`src/rtl/sa_job_scheduler.sv`:
```
// Round-robin job scheduler in front of a shared 4x4 systolic array wrapper.
// One requester is granted at a time. Its BEATS operand pairs are buffered,
// then replayed to the array one pair per cycle without stalling. The BEATS
// result bytes are captured and returned to the same requester.
//
// Handshakes: a beat transfers on a rising edge where valid and ready are both
// high. A producer holds its data stable while valid is high and ready is low.
// in_ready only ever asserts the granted bit, and never depends on in_valid.
// res_valid does not wait for res_ready, and res_data holds its value until
// the byte is accepted.
module sa_job_scheduler #(
  parameter int NREQ    = 2,
  parameter int BEATS   = 16,
  parameter int TIMEOUT = 255
) (
  input  logic              clk,
  input  logic              rstn,          // synchronous, active-high
  input  logic [NREQ-1:0]   req,
  output logic [NREQ-1:0]   gnt,
  input  logic [NREQ-1:0]   in_valid,
  input  logic [8*NREQ-1:0] in_a,
  input  logic [8*NREQ-1:0] in_b,
  output logic [NREQ-1:0]   in_ready,
  output logic              res_valid,
  output logic [7:0]        res_data,
  output logic              res_last,
  input  logic              res_ready,
  output logic              sa_en,
  output logic [7:0]        sa_in_A,
  output logic [7:0]        sa_in_B,
  input  logic [7:0]        sa_shift_out,
  input  logic              sa_ack,
  output logic              busy,
  output logic              timeout_err,
  output logic [2:0]        state_dbg
);

  localparam int PW = (NREQ > 1) ? $clog2(NREQ) : 1;
  localparam int AW = $clog2(BEATS);
  localparam int CW = $clog2(BEATS) + 1;
  localparam int TW = $clog2(TIMEOUT + 1);
  localparam logic [CW-1:0] LAST = CW'(BEATS - 1);

  typedef enum logic [2:0] {
    S_IDLE     = 3'd0,
    S_FILL     = 3'd1,
    S_FIRE     = 3'd2,
    S_WAIT_ACK = 3'd3,
    S_COLLECT  = 3'd4,
    S_DRAIN    = 3'd5
  } state_t;

  state_t        state, state_next;
  logic [PW-1:0] ptr;            // last winner; also the granted index during a job
  logic [PW-1:0] win, cand;
  logic          found, any_req;
  logic [CW-1:0] cnt;            // shared beat / byte index for the current phase
  logic [TW-1:0] timer;
  logic          sel_valid;
  logic [7:0]    sel_a, sel_b;
  logic          beat_fire, ack_fire, res_fire, abort, step;

  logic [7:0] op_a    [BEATS];
  logic [7:0] op_b    [BEATS];
  logic [7:0] res_buf [BEATS];

  assign busy      = (state != S_IDLE);
  assign state_dbg = state;

  // Round-robin search: first requesting index above the last winner, wrapping.
  always_comb begin
    any_req = |req;
    found   = 1'b0;
    win     = ptr;
    cand    = '0;
    for (int i = 1; i <= NREQ; i++) begin
      cand = PW'((int'(ptr) + i) % NREQ);
      if (!found && req[cand]) begin
        found = 1'b1;
        win   = cand;
      end
    end
  end

  // Route the granted requester's operand lane to the buffer write port.
  always_comb begin
    sel_valid = 1'b0;
    sel_a     = '0;
    sel_b     = '0;
    for (int i = 0; i < NREQ; i++) begin
      if (PW'(i) == ptr) begin
        sel_valid = in_valid[i];
        sel_a     = in_a[8*i +: 8];
        sel_b     = in_b[8*i +: 8];
      end
    end
  end

  // State register.
  always_ff @(posedge clk) begin
    if (rstn) state <= S_IDLE;
    else      state <= state_next;
  end

  // Next state, handshake strobes and array/result outputs.
  always_comb begin
    state_next = state;
    in_ready   = '0;
    res_valid  = 1'b0;
    res_data   = '0;
    res_last   = 1'b0;
    sa_en      = 1'b0;
    sa_in_A    = '0;
    sa_in_B    = '0;
    beat_fire  = 1'b0;
    ack_fire   = 1'b0;
    res_fire   = 1'b0;
    abort      = 1'b0;
    case (state)
      S_IDLE: begin
        if (any_req) state_next = S_FILL;
      end
      S_FILL: begin
        in_ready = gnt;
        if (sel_valid) begin
          beat_fire = 1'b1;
          if (cnt == LAST) state_next = S_FIRE;
        end
      end
      S_FIRE: begin
        sa_en   = (cnt == '0);
        sa_in_A = op_a[cnt[AW-1:0]];
        sa_in_B = op_b[cnt[AW-1:0]];
        if (cnt == LAST) state_next = S_WAIT_ACK;
      end
      S_WAIT_ACK: begin
        if (sa_ack) begin
          ack_fire   = 1'b1;
          state_next = S_COLLECT;
        end else if (timer == TW'(TIMEOUT - 1)) begin
          abort      = 1'b1;
          state_next = S_IDLE;
        end
      end
      S_COLLECT: begin
        if (sa_ack) begin
          ack_fire = 1'b1;
          if (cnt == LAST) state_next = S_DRAIN;
        end
      end
      S_DRAIN: begin
        res_valid = 1'b1;
        res_data  = res_buf[cnt[AW-1:0]];
        res_last  = (cnt == LAST);
        if (res_ready) begin
          res_fire = 1'b1;
          if (cnt == LAST) state_next = S_IDLE;
        end
      end
      default: state_next = S_IDLE;
    endcase
  end

  // Every phase walks cnt from 0 to BEATS-1 and wraps back to 0 on its last step.
  assign step = beat_fire | (state == S_FIRE) | ack_fire | res_fire;

  // Grant, pointer, counters and the abort pulse.
  always_ff @(posedge clk) begin
    if (rstn) begin
      gnt         <= '0;
      ptr         <= PW'(NREQ - 1);
      cnt         <= '0;
      timer       <= '0;
      timeout_err <= 1'b0;
    end else begin
      timeout_err <= abort;
      if (state == S_IDLE && any_req) begin
        gnt <= NREQ'(1) << win;
        ptr <= win;
        cnt <= '0;
      end else if (step) begin
        cnt <= (cnt == LAST) ? '0 : cnt + CW'(1);
      end
      if (abort || (res_fire && cnt == LAST)) gnt <= '0;
      if (state == S_WAIT_ACK) timer <= timer + TW'(1);
      else                     timer <= '0;
    end
  end

  // Operand and result storage; contents are don't-care outside a job.
  always_ff @(posedge clk) begin
    if (beat_fire) begin
      op_a[cnt[AW-1:0]] <= sel_a;
      op_b[cnt[AW-1:0]] <= sel_b;
    end
    if (ack_fire) res_buf[cnt[AW-1:0]] <= sa_shift_out;
  end

endmodule

```
`config.mk`:
```
export PLATFORM = sky130hd
export DESIGN_NAME = sa_job_scheduler
export DESIGN_NICKNAME = d
export VERILOG_FILES = /design/src/rtl/sa_job_scheduler.sv
export SDC_FILE = /design/constraint.sdc
export NUM_CORES = 1
export LEC_CHECK = 0
export CORE_AREA = 2 2 263 265
export CTS_CLUSTER_SIZE = 10
export DETAILED_ROUTE_END_ITERATION = 6
export DIE_AREA = 0 0 265 267
export HOLD_SLACK_MARGIN = 0.03
export RECOVER_POWER = 100
export SYNTH_ARGS = -nofsm -noshare
export SYNTH_HDL_FRONTEND = slang
export SYNTH_SLANG_ARGS = --single-unit
```
`constraint.sdc`:
```
create_clock -name clk -period 3.6 [get_ports clk]
set_clock_uncertainty 0.1 [all_clocks]
set_input_delay 0.72 -clock clk [delete_from_list [all_inputs] [get_ports clk]]
set_output_delay 0.72 -clock clk [all_outputs]
set_load 0.02 [all_outputs]
```
# == Word-level counts from Yosys, hierarchy flattened ==
# Memory sizes are Yosys's and may differ from the RTL's. A register that Yosys moved wholly into a read port is not among the register bits.
# Cells that the tools add are included.
# word_totals
reg_bits,20
latch_bits,0
ram_bits,384
rom_bits,0
inputBits,48
mem_count,3
# op_classes
addsub,4
mul,0
div,0
order_cmp,2
eq_ne,16
shifts,1
mux,48
bitwise_logic,4
n_reduce_logical,14
# mem_list
name,words,word_bits,rd,rd_ports_with_merged_regs,write_ports,line,rtl
op_a,16,8,1,1,1,63,logic [7:0] op_a [BEATS];
op_b,16,8,1,1,1,64,logic [7:0] op_b [BEATS];
res_buf,16,8,1,1,1,65,logic [7:0] res_buf [BEATS];
# ops
operator,n
8-bit 2-to-1 mux,5
3-bit 2-to-1 mux,10
1-bit 2-to-1 mux,24
4-bit 2-to-1 mux,6
3-bit one-hot mux with 6 select lines,1
"2-bit inequality test, second input constant",8
2-bit OR reduction,5
9-bit AND reduction,1
"8-bit by 1-bit adder with 8-bit output, second input constant",1
"8-bit equality test, second input constant",1
"3-bit by 2-bit equality test with 1-bit output, second input constant",2
"3-bit equality test, second input constant",2
"5-bit by 1-bit adder with 5-bit output, second input constant",1
"5-bit by 4-bit equality test with 1-bit output, second input constant",1
5-bit logical NOT,1
5-bit 2-to-1 mux,1
"1-bit by 2-bit less-than comparator with 1-bit output, second input constant",2
"3-bit by 1-bit equality test with 1-bit output, second input constant",1
1-bit logical AND,3
3-bit logical NOT,1
"3-bit inequality test, second input constant",1
1-bit OR,3
3-bit nonzero test,1
"1-bit adder, second input constant",2
other kinds (5),5

# == Longest topological paths before layout ==
# Gate-level depths: netlist of the first run.
# logic_depth
ltp_word,8
mapped_depth,7
ltp_nobuf,7

# == Least setup slack after synthesis of the first run ==
# Ideal clock, no wire load.
# synth_path
path_type,reg2reg
from,register state[0] (netlist: state_dbg[0])
to,"memory op_a[2][0], enable pin"
arrival_ps,2440
t_required_ps,3091
path_slack_ps,651
stages_incl_launch_ff,5
synth_period_minus_slack_ps,2949
path_cell_list,dfxtp_1 > or3b_1 > nor2_1 > nand2_1 > nor3_1
# synth_via
elab_chain_cells,4
# synth_rtl
item,line,rtl
from (decl),53,"state_t state, state_next;"
from (signal assigned),102,else state <= state_next;
3-bit by 1-bit equality test with 1-bit output,119,case (state)
1-bit 2-to-1 mux,119,
1-bit 2-to-1 mux,192,if (beat_fire) begin
1-bit 2-to-1 mux (not written as such),193,op_a[cnt[AW-1:0]] <= sel_a;
to (decl),63,
# Every way passes these cells.

==> results of run 1 <==
==> final timing paths <==
kind                                  start  slack (ns)                    to
setup / recovery                       flop        0.05            sa_in_A[6]
hold / removal          timer[0]$_SDFF_PP0_        0.40   timer[0]$_SDFF_PP0_
setup reg to reg  state_dbg[0]$_SDFFE_PP0P_        0.37  op_b[8][6]$_DFFE_PP_
hold reg to reg         timer[0]$_SDFF_PP0_        0.40   timer[0]$_SDFF_PP0_
==> kinds of logic after synthesis <==
| family | count (synthesis) |
|---|---|
| flip-flops | 408 |
| multiplexers | 137 |
| AND/OR/NAND/NOR | 128 |
| buffers and inverters | 46 |
| AO/OA/AOI/OAI | 28 |
| XOR/XNOR | 7 |
| adder cells (fa/ha/maj) | 6 |
==> critical path, delay by kind of cell (launching register included) <==
family	cells	cell delay, ns
buf+inv	4	0.58
mux	2	0.94
flops	1	0.42
simple gates	1	0.20
==> registers in the layout, indices dropped and copies added, names as in the netlist, named ones only <==
name         cells
op_b           128
ptr              1
gnt              2
state_dbg        3
res_buf        128
cnt              5
op_a           128
timeout_err      1
timer            8
==> repair_timing <==
action / 4_1_cts / 5_1_grt
setup buffers: 16 / 9
hold buffers: 0 / 0
pin swaps: 0 / 0
endpoints found under the setup margin: 25 / 16
cloned: 1 / 1
gates resized for setup: 87 / 17
==> cells in the mapped netlist (2+ instances only) <==
master,number
edfxtp_1,384
mux4_2,120
nor2_1,31
dfxtp_1,24
clkbuf_1,21
nor2b_1,19
and3_1,17
mux2_2,16
nand2_1,14
and2_1,12
a21oi_1,10
nor3_1,8
buf_2,7
inv_1,7
nand3_1,7
buf_1,6
ha_1,6
nand2b_1,6
xor2_1,6
buf_6,5
o21ai_0,4
nand3b_1,2
nand4_1,2
nor3b_1,2
o211a_1,2
==> metrics by stage <==
step / setup TNS (ns) / std cells / total power, mW / cell area [µm²] / utilization (%)
floorplan: 0 / 760 / 6.693 / 16140 / -
global placement: 0 / 1730 / 7.262 / 18410 / 27.08
detailed placement: 0 / 1730 / 7.295 / 18410 / 27.08
CTS: -0.1325 / 1824 / 11.62 / 19870 / 29.22
global route: -0.1611 / 1834 / 11.98 / 19840 / 29.18
finish: 0 / 1834 / 11.52 / 19840 / 29.18
==> power by group <==
group          switching, mW  internal (mW)
clock network           1.79           2.42
registers             0.0429           5.42
logic                  0.907          0.931
total                   2.74           8.78
==> area by class of cell <==
class | count | area, µm²
Sequential cell | 408 | 12020
Fill cell | 6641 | 48140
Inverter | 7 | 26.28
Timing Repair Buffer | 154 | 1405
Clock buffer | 71 | 1266
Clock inverter | 6 | 80.08
Multi-Input combinational cell | 306 | 3939
Tap cell | 882 | 1104
==> layer usage <==
layer / GRT usage (%) / wire length [µm] / part of all wire (%)
met5: 0 / 9 / 0.024
met4: 3.268 / 794 / 2.2
met3: 1.901 / 2130 / 5.8
met2: 17.84 / 18580 / 50
met1: 13.38 / 15330 / 42
==> metrics.txt, run 1 <==
status=complete, but fails checks; failing checks=capacitance limit, slew limit; first-pass GRT wire length=53820 µm; row cnt=96; Starting Density=23.74%; cell type with the largest total area after synthesis=edfxtp_1; H-tree level count=2; worst-case clock buffer depth=3; n_diodes=0; CTS Buf Count=47; Area growth, synth to finish=22.91%; ys async rst share=0%; global route overflow=0; largest net degree at the start of global routing=33; CP max FO=11; mapped cell area=16140 µm²; EDFF count, synth=384; Final Setup Violations=0; critical path type=flop to output pin; xor/xnor share of the synthesized area=0.3798%; CP required=2.78 ns; Synth top area share=71.44%; clk_lat worst skew=0.57 ns; ys flop type=edfxtp_1; CP most frequent cell=buf_4; Sink Count=408; final hold slack=0.3994 ns; Vias=7887; Hold Path Class=flop to flop; Starting DRT DRC Count=705; RSZ-0062 raised after global routing=yes; Seq/Total Area, Yosys=74.41%; Die W=265 µm; period utilization=98.69%; Slew @ Worst Pin=1.678 ns; clk slew on worst S/H paths=0.05 ns; Syn Inst Count=760; final hold vios=0; top post-synthesis cells by area=edfxtp_1 71%, mux4_2 17%, dfxtp_1 3.0%; max-slew violation count=37; CP Cell Sequence=buf_4 -> buf_12 -> buf_4 -> mux4_2 -> mux4_2 -> nor2b_1 -> buf_4; number of global-route vias before repair=8182; fmax=281.5 MHz; max cap viols=2; Mean Syn Cell Area=21.24 µm²; CTS tree=built; die extent in y=267 µm; CP max-delay cell=mux4_2; final wirelength=36840 µm; die area=70760 µm²; Simple-Gate Fraction of Synth Area=4.286%; Worst Hold Depth=1; power density cells=580.4 nW/µm²; Final GP Congestion=0.7239; commonest non-fill, non-tap cell in the layout=edfxtp_1; Pleak=6.155 nW; Setup WS pre-CTS=0.2147 ns; worst stage delay on the critical path=0.49 ns; Tmin final=3.553 ns; mux share of post-synthesis cell area=17.92%; syn_nets=814; most frequent cells in the layout=384 x edfxtp_1, 120 x mux4_2, 48 x clkbuf_16, 44 x clkbuf_1, 38 x clkdlybuf4s50_1; fraction of final layout cells sized beyond drive strength 1=26.89%; hpwl dp=21900 µm; Worst slew margin=-11.83%; DRC Markers=0; r2r worst-path depth=7; final setup margin=0.04727 ns; GRT Overall Usage=10.41%; largest family of logic cells by synthesized area=multiplexers; initial antenna violation count=4; CP startpoint kind=flop; Vias/cell=4.300; post-synth cell types=47; Yosys warnings=0; compound-cell area share of the yosys netlist=1.178%; Final #Nets=978; DR pass1 iterations=5; Synth Register Bits=408; Core Region=67990 µm²; Setup crit end kind=output pin; routed len/inst=20.09 µm; number of port buffers=83; Post-Synth Adder-Cell Area=0.4651%; remaining antenna violation count=0; Root Buffer=clkbuf_16; CP arrival=2.73 ns; Max IR drop VDD=399.7 µV; # IOs=84
(Power assumes the default switching activity.)
==> run 2: changes to the inputs <==
--- a/config.mk
+++ b/config.mk
@@ -5,10 +5,10 @@
 export SDC_FILE = /design/constraint.sdc
 export NUM_CORES = 1
 export LEC_CHECK = 0
-export CORE_AREA = 2 2 263 265
+export CORE_AREA = 2 2 218 220
 export CTS_CLUSTER_SIZE = 10
 export DETAILED_ROUTE_END_ITERATION = 6
-export DIE_AREA = 0 0 265 267
+export DIE_AREA = 0 0 220 222
 export HOLD_SLACK_MARGIN = 0.03
 export RECOVER_POWER = 100
 export SYNTH_ARGS = -nofsm -noshare
==> run 2 against run 1 <==
The run now ends clean. Sequential cell count did not move. Worst hold slack barely moved. Sequential power barely moved. Clock power barely moved. Worst setup slack improved by 0.036 ns. Highest routed layer is now met4.
==> metrics.txt, run 2 (synthesized netlist as in run 1, its figures left out) <==
status=complete, no violations; CP required=2.78 ns (about the same); Layout Utilization=41.98% (+13 points); remaining antenna violation count=0 (unchanged); fmax=284.3 MHz (+1.0%); routed wl met2=17570 µm (-5.4%); DR pass1 iterations=5 (unchanged); Area growth, synth to finish=20.29%; Tmin final=3.517 ns (-0.03558 ns); Starting DRT DRC Count=645 (-8.5%); Final GP Congestion=0.7234 (about the same); Die W=220 µm (-17%); final hold slack=0.3993 ns (-0.0001680 ns); Pleak=6.103 nW (-0.86%); H-tree level count=2 (unchanged); fraction of final layout cells sized beyond drive strength 1=28.25% (+1.4 points); max cap viols=0 (-2); die area=48840 µm² (-31%); setup TNS=0 ns (unchanged); register area=12020 µm² (unchanged); Final Setup Violations=0 (unchanged); GRT Overall Usage=15.05% (+4.6 points); CTS Buf Count=47 (unchanged); most frequent cells in the layout=384 x edfxtp_1, 120 x mux4_2, 49 x clkbuf_16, 40 x clkdlybuf4s50_1; Vias=7846 (-0.52%); number of global-route vias before repair=8327 (+1.8%); clk slew on worst S/H paths=0.06 ns (about the same); die extent in y=222 µm (-17%); CP arrival=2.70 ns (-0.03 ns); DRC Markers=0 (unchanged); power density cells=593.4 nW/µm² (+2.2%); RSZ-0062 raised after global routing=yes; period utilization=97.70% (-0.99 points); hpwl dp=19620 µm (-10%); n_diodes=0 (unchanged); # IOs=84 (unchanged); Starting Density=34.89% (+11 points); Root Buffer=clkbuf_16; critical path type=flop to output pin; met3 wire length=1813 µm (-15%); clk_lat worst skew=0.55 ns (-0.02 ns); largest net degree at the start of global routing=53 (+61%); CTS tree=built; CP max FO=6 (-5); Core Region=46260 µm² (-32%); Vias/cell=5.125 (+19%); Max IR drop VDD=293.0 µV (-27%); routed len/inst=23.39 µm (+16%); hold_buf cts=0 (unchanged); global route overflow=0 (unchanged); number of port buffers=83 (unchanged); worst-case clock buffer depth=3 (unchanged); first-pass GRT wire length=53540 µm (-0.51%); Multi-input gate area=3943 µm² (about the same); initial antenna violation count=1 (-3); max-slew violation count=0 (-100%); Metal-1 WL=15990 µm (+4.3%); Slew @ Worst Pin=1.446 ns (-0.2316 ns); row cnt=79 (-18%); CP startpoint kind=flop; final hold vios=0 (unchanged); reg2reg setup slack=0.47 ns (+0.10 ns); Sink Count=408 (unchanged); filler instances=4045 (-39%); Hold Path Class=flop to flop; Top Metal Used=met4; Setup crit end kind=output pin; Final #Nets=959 (-1.9%); Worst slew margin=3.606% (+15 points); final wirelength=35810 µm (-2.8%); commonest non-fill, non-tap cell in the layout=edfxtp_1
run 2: cell types whose count changed in the layout (fill, tap and decap cells not counted), moves of 3 or more:
cell,delta
and2_0,-3
buf_16,+4
buf_4,-11
clkbuf_1,-23
clkbuf_2,+8
nor2_1,-7
nor2_2,+7
run 2: worst paths after layout:
path	startpoint	end	cells after the start
max	flop	res_data[0]	7
min	timer[0]$_SDFF_PP0_	timer[0]$_SDFF_PP0_	1
max reg2reg	state_dbg[0]$_SDFFE_PP0P_	op_b[9][5]$_DFFE_PP_	6
min reg2reg	timer[0]$_SDFF_PP0_	timer[0]$_SDFF_PP0_	1
run 2: through the flow:
step | area (µm²) | power (mW) | worst slack (ns) | instances
after floorplan | 16140 | 6.693 | 0.6510 | 760
after global placement | 17900 | 7.213 | 0.2519 | 1441
after detailed placement | 17900 | 7.240 | 0.2414 | 1441
after CTS | 19530 | 11.69 | -0.04643 | 1530
after global routing | 19420 | 11.97 | -0.004306 | 1531
final | 19420 | 11.52 | 0.08286 | 1531
run 2: repair_timing:
action,4_1_cts,5_1_grt
gates resized for setup,75,26
setup endpoints to repair,24,22
gates cloned,5,1
setup buffers,16,2
run 2: layer usage:
layer / vias to the layer above / GRT usage (%)
li1: 3419 / -
met1: 4193 / 21.19
met2: 203 / 24.36
met3: 31 / 2.689
met4: 0 / 3.551
met5: - / 0
run 2: worst max-delay path: stages, from the launching register on:
cell,delay [ns]
dfxtp_4,0.40
buf_6,0.12
buf_12,0.14
buf_16,0.13
mux4_2,0.49
mux4_2,0.54
and2_4,0.18
buf_4,0.15
run 2: layout make-up:
cell class | count | area share (%)
multi-input combinational | 306 | 20.30
inverter | 7 | 0.1353
timing repair buffer | 135 | 6.927
tap | 607 | 3.911
clock buffer | 64 | 6.495
sequential | 408 | 61.90
clock inverter | 4 | 0.3222
run 2: where the power goes:
part           internal [mW]  switching, mW  leakage [nW]  total, mW
logic                  0.968          0.916          1.82       1.88
clock network           2.43           1.76         0.633       4.18
registers               5.42         0.0378          3.65       5.46
==> edit 1: new RTL, config.mk and constraints of run 1 <==
Change the parameter `TIMEOUT` from 255 to 510.
--- a/src/rtl/sa_job_scheduler.sv
+++ b/src/rtl/sa_job_scheduler.sv
@@ -11,7 +11,7 @@
 module sa_job_scheduler #(
   parameter int NREQ    = 2,
   parameter int BEATS   = 16,
-  parameter int TIMEOUT = 255
+  parameter int TIMEOUT = 510
 ) (
   input  logic              clk,
   input  logic              rstn,          // synchronous, active-high
Behaviour: same outputs for any inputs over 4 cycles, from zero or initial values and one cycle with rstn high; that may be too few to reach the edited logic, so the function may still have changed.
==> edit 1 against run 1 <==
- the flow still finishes with violations (max-capacitance violations, max-slew violations)
- worst setup slack worse by 0.017 ns
- wire length increased by 0.67%
- critical path type unchanged
- die area is the same
- hold slack worse by 0.0063 ns
- design area decreased by 0.65%
- sequential power fell by 0.7%
- first-iteration DRC count up 1.3%
- critical path depth decreased by 1
- sequential cell count is 1 higher
- power shrank 5.0%
- area after synthesis is 0.16% higher
==> edit 1: results <==
pwr:
  p_sw_share_pct: 22.5
  p_leak_nw: 6.03
  ir_drop_v: 0.000345
  powerDensity_nw_per_um2: 555
timing:
  slew_viol_final: 20
  worstMarginPinSlew_ns: 1.75
  fin_crit_ns: 3.57
final_layout:
  fillers: 6639
  nets: 966
setup_path:
  worst_ep_arrival_time_ns: 2.75
  crit_end: "sa_in_B[5]"
  reg2regPathDepth: 6
  r2r_slack_ns: 0.39
  reg2reg_from: "state_dbg[2]$_SDFFE_PP0P_"
  worstPathMaxFanout: 14
  r2r-end: "op_a[15][3]$_DFFE_PP_"
routing:
  wl_met3_um: 1440
  routed-wl-met2_um: 19000
  drt-total-wl_um: 37100
  topRoutingLayerUsed: "met4"
hold_path:
  min_to: "cnt[4]$_SDFFE_PP0N_"
  hp-start: "cnt[4]$_SDFFE_PP0N_"
logic_synthesis:
  syn-num-nets: 815
  netlist_top_cells_count: "edfxtp_1 (384), mux4_2 (120), nor2_1 (32)"
clocking:
  cts_setup_buffers: 2
  clock_latency_ns: 0.55
placement:
  pre_cts_slack_ns: 0.218
run_status:
  violations: "max-capacitance violations, max-slew violations"
  status: "complete, but fails checks"
grt:
  met2_usage_pct: 18.3
  global_route.usage.met3_pct: 1.48
  grtUsageTotal_pct: 10.4
  antenna_found_initial: 0
run:
  drv_cap: 2
## edit 1: cells by family after synthesis
logic type               after synthesis  share of synthesized area, %
AO/OA/AOI/OAI                         28                          1.15
XOR/XNOR                               7                         0.379
adder cells (fa/ha/maj)                6                         0.464
buffers and inverters                 45                          1.33
flip-flops                           409                          74.4
multiplexers                         138                          18.0
AND/OR/NAND/NOR                      128                          4.30
## edit 1: cell type report
class,instances,area [um^2],share of cell area (%)
sequential,409,12000,61.1
multi-input combinational,307,3950,20.0
clock buffer,66,1290,6.54
timing repair buffer,140,1260,6.41
tap,882,1100,5.60
clock inverter,4,35.0,0.178
inverter,7,26.3,0.133
antenna,1,2.50,0.0127
## edit 1: critical path, cell delays in order (launching register included)
cell and delay (ns):
dfxtp_4 0.37, buf_12 0.14, buf_12 0.17, mux4_2 0.52, mux4_2 0.52, nor2b_1 0.15
dlygate4sd2_1 0.32
## edit 1: power groups by stage
stage	logic, mW	clock network (mW)	registers [mW]
6_report	1.31	4.20	5.42
5_1_grt	1.43	4.49	5.43
4_1_cts	1.35	4.31	5.42
3_5_place_dp	1.31	0	5.53
3_3_place_gp	1.28	0	5.52
2_1_floorplan	0.823	0	5.53
## edit 1: stage by stage
| stage | std cells | hold slack, ns | power (mW) | setup TNS, ns | util, % |
|---|---|---|---|---|---|
| after floorplan | 761 | 0.351 | 6.35 | 0 | - |
| final | 1816 | 0.393 | 10.9 | 0 | 29.0 |
| after CTS | 1809 | 0.389 | 11.1 | -0.442 | 29.1 |
| after detailed placement | 1736 | 0.378 | 6.83 | 0 | 27.1 |
| after global placement | 1736 | 0.374 | 6.80 | 0 | 27.1 |
| after global routing | 1815 | 0.415 | 11.3 | -0.111 | 29.0 |
==> edit 2: new RTL, config.mk and constraints of run 1 <==
Made on the original files. Put one more register stage on the output `timeout_err`, with the module's reset. The value now appears one clock later. The other outputs are not delayed to match.
--- a/src/rtl/sa_job_scheduler.sv
+++ b/src/rtl/sa_job_scheduler.sv
@@ -50,6 +50,8 @@
     S_DRAIN    = 3'd5
   } state_t;
 
+  logic timeout_err_s0;
+
   state_t        state, state_next;
   logic [PW-1:0] ptr;            // last winner; also the granted index during a job
   logic [PW-1:0] win, cand;
@@ -171,9 +173,9 @@
       ptr         <= PW'(NREQ - 1);
       cnt         <= '0;
       timer       <= '0;
-      timeout_err <= 1'b0;
+      timeout_err_s0 <= 1'b0;
     end else begin
-      timeout_err <= abort;
+      timeout_err_s0 <= abort;
       if (state == S_IDLE && any_req) begin
         gnt <= NREQ'(1) << win;
         ptr <= win;
@@ -196,5 +198,13 @@
     if (ack_fire) res_buf[cnt[AW-1:0]] <= sa_shift_out;
   end
 
+  always_ff @(posedge clk) begin
+    if (rstn) begin
+      timeout_err <= '0;
+    end else begin
+      timeout_err <= timeout_err_s0;
+    end
+  end
+
 endmodule
 
Check against the original RTL: no difference found for any inputs over 4 cycles, from zero or initial values and one cycle with rstn high; that may be too few to reach the edited logic, so the function may still have changed.
==> edit 2 against run 1 <==
- the flow still finishes with violations (max-capacitance violations, max-slew violations)
- area after synthesis is 1.4% higher
- cell count grew 3.3%
- worst setup slack improved by 0.059 ns
- sequential cell count up 1
- design area is 0.14% higher
- register-to-register slack improved by 0.03 ns
- global-route usage is 0.42 points higher
- non-clock buffer count decreased by 12
- first-iteration DRC count increased by 1.4%
- wire length up 4.8%
- via count grew 6.4%
- largest cell class unchanged
Power is not compared: it rests on default switching activity, and its combinational part moved more than twofold at a synthesized area within 25%.
==> edit 2: results <==
setup_path:
  r2r-end: "op_a[15][7]$_DFFE_PP_"
  worstPathMaxFanout: 16
  worst_ep_arrival_time_ns: 2.67
  reg2regPathDepth: 5
  r2r_slack_ns: 0.40
  reg2reg_from: "state_dbg[1]$_SDFFE_PP0P_"
grt:
  grt_pass1_vias: 8710
  grt_max_degree: 27
  grt_pass1_wl_um: 56700
  antenna_found_initial: 4
  grtUsageTotal_pct: 10.8
routing:
  wl_per_cell_um: 20.4
  drtAntennaViolNets: 0
  drt_pass1_iterations: 5
  drt_iter0_markers: 715
  vias: 8391
hold_path:
  min_to: "timeout_err$_SDFF_PP0_"
  hold_class: "reg2reg"
  min_path_cells: 1
  hp-start: "timeout_err_s0$_SDFF_PP0_"
pwr:
  ir_drop_v: 0.000300
  p_leak_nw: 6.22
run_status:
  status: "complete, but fails checks"
  violations: "max-capacitance violations, max-slew violations"
timing:
  worstMarginPinSlew_ns: 2.04
  whs_ns: 0.340
  fmax_mhz: 286
  slew_viol_final: 106
clocking:
  cts_resized: 27
  cts_setup_buffers: 4
  cts_root_buf: "clkbuf_16"
  cts_buffers: 47
  clkTransAtPathRegs_ns: 0.06
  ctsHtreeMaxLevel: 2
  clockBufferDepth: 3
  clock_latency_ns: 0.58
run:
  drv_cap: 6
placement:
  numPortBuffers: 83
  dp_cells: 1819
  dp_hpwl_um: 23100
  place_congestion: 0.717
  pre_cts_slack_ns: 0.338
logic_synthesis:
  synth_area_leaders: "edfxtp_1 (70%), mux4_2 (11%), mux2i_1 (3.7%)"
  syn-num-nets: 903
  syn_avg_cell_area_um2: 19.3
  synth_edf_count: 384
  ys_warn_count: 0
  yosysUniqueCellTypes: 53
  seq_area_frac_synth_pct: 73.5
  async_flop_share_pct: 0
  netlist_top_cells_count: "edfxtp_1 (384), mux4_2 (82), mux2i_1 (61)"
final_layout:
  layout-drive-gt1-share_pct: 21.3
  nets: 1048
  fillers: 6712
  insertedDiodeCount: 0
  fin_cells: 1894
==> edit 2: worst max-delay path: stages, from the launching register on <==
cell	delay, ns
dfxtp_1	0.61
nand3_1	0.20
buf_8	0.22
o32ai_2	0.39
clkdlybuf4s50_1	0.68
==> edit 2: power breakdown <==
group | total (mW) | internal (mW) | switching [mW]
Combinational | 0.903 | 0.379 | 0.524
Sequential | 5.39 | 5.37 | 0.0222
Clock | 4.22 | 2.41 | 1.81
==> edit 2: final cells by class <==
class	instances	share of cell area, %
clock inverters	5	0.390
well taps	882	5.55
inverters	7	0.132
multi-input cells	387	20.7
repair buffers	142	6.35
flip-flops and latches	409	60.6
clock buffers	62	6.25
==> edit 2: worst max path at each step <==
stage | from | end | cells past startpoint
after floorplan | state_dbg[1]$_SDFFE_PP0P_ | sa_in_A[6] | 4
after global placement | flop | sa_in_A[0] | 6
after detailed placement | flop | sa_in_A[0] | 6
after CTS | flop | sa_in_A[0] | 6
after global routing | flop | sa_in_A[0] | 6
final | flop | sa_in_A[5] | 4
==> edit 2: logic make-up after synthesis <==
| group | share of synthesized area, % |
|---|---|
| XOR/XNOR | 0.321 |
| multiplexers | 16.7 |
| AO/OA/AOI/OAI | 3.05 |
| flip-flops | 73.5 |
| AND/OR/NAND/NOR | 4.21 |
| adder cells (fa/ha/maj) | 0.459 |
| buffers and inverters | 1.71 |
==> edit 2: metal layers <==
metal	track usage (%)	vias to the layer above	part of all wire, %
met5	0	-	0.096
met4	3.25	6	2.5
met3	2.14	64	4.5
met2	18.5	196	50
met1	13.9	4381	43
li1	-	3744	-
==> edit 2: metrics by stage <==
stage | cell area (um^2) | total power, mW
floorplan | 16400 | 6.06
global placement | 18500 | 6.39
detailed placement | 18500 | 6.42
CTS | 20000 | 10.7
global route | 19900 | 10.9
finish | 19900 | 10.5
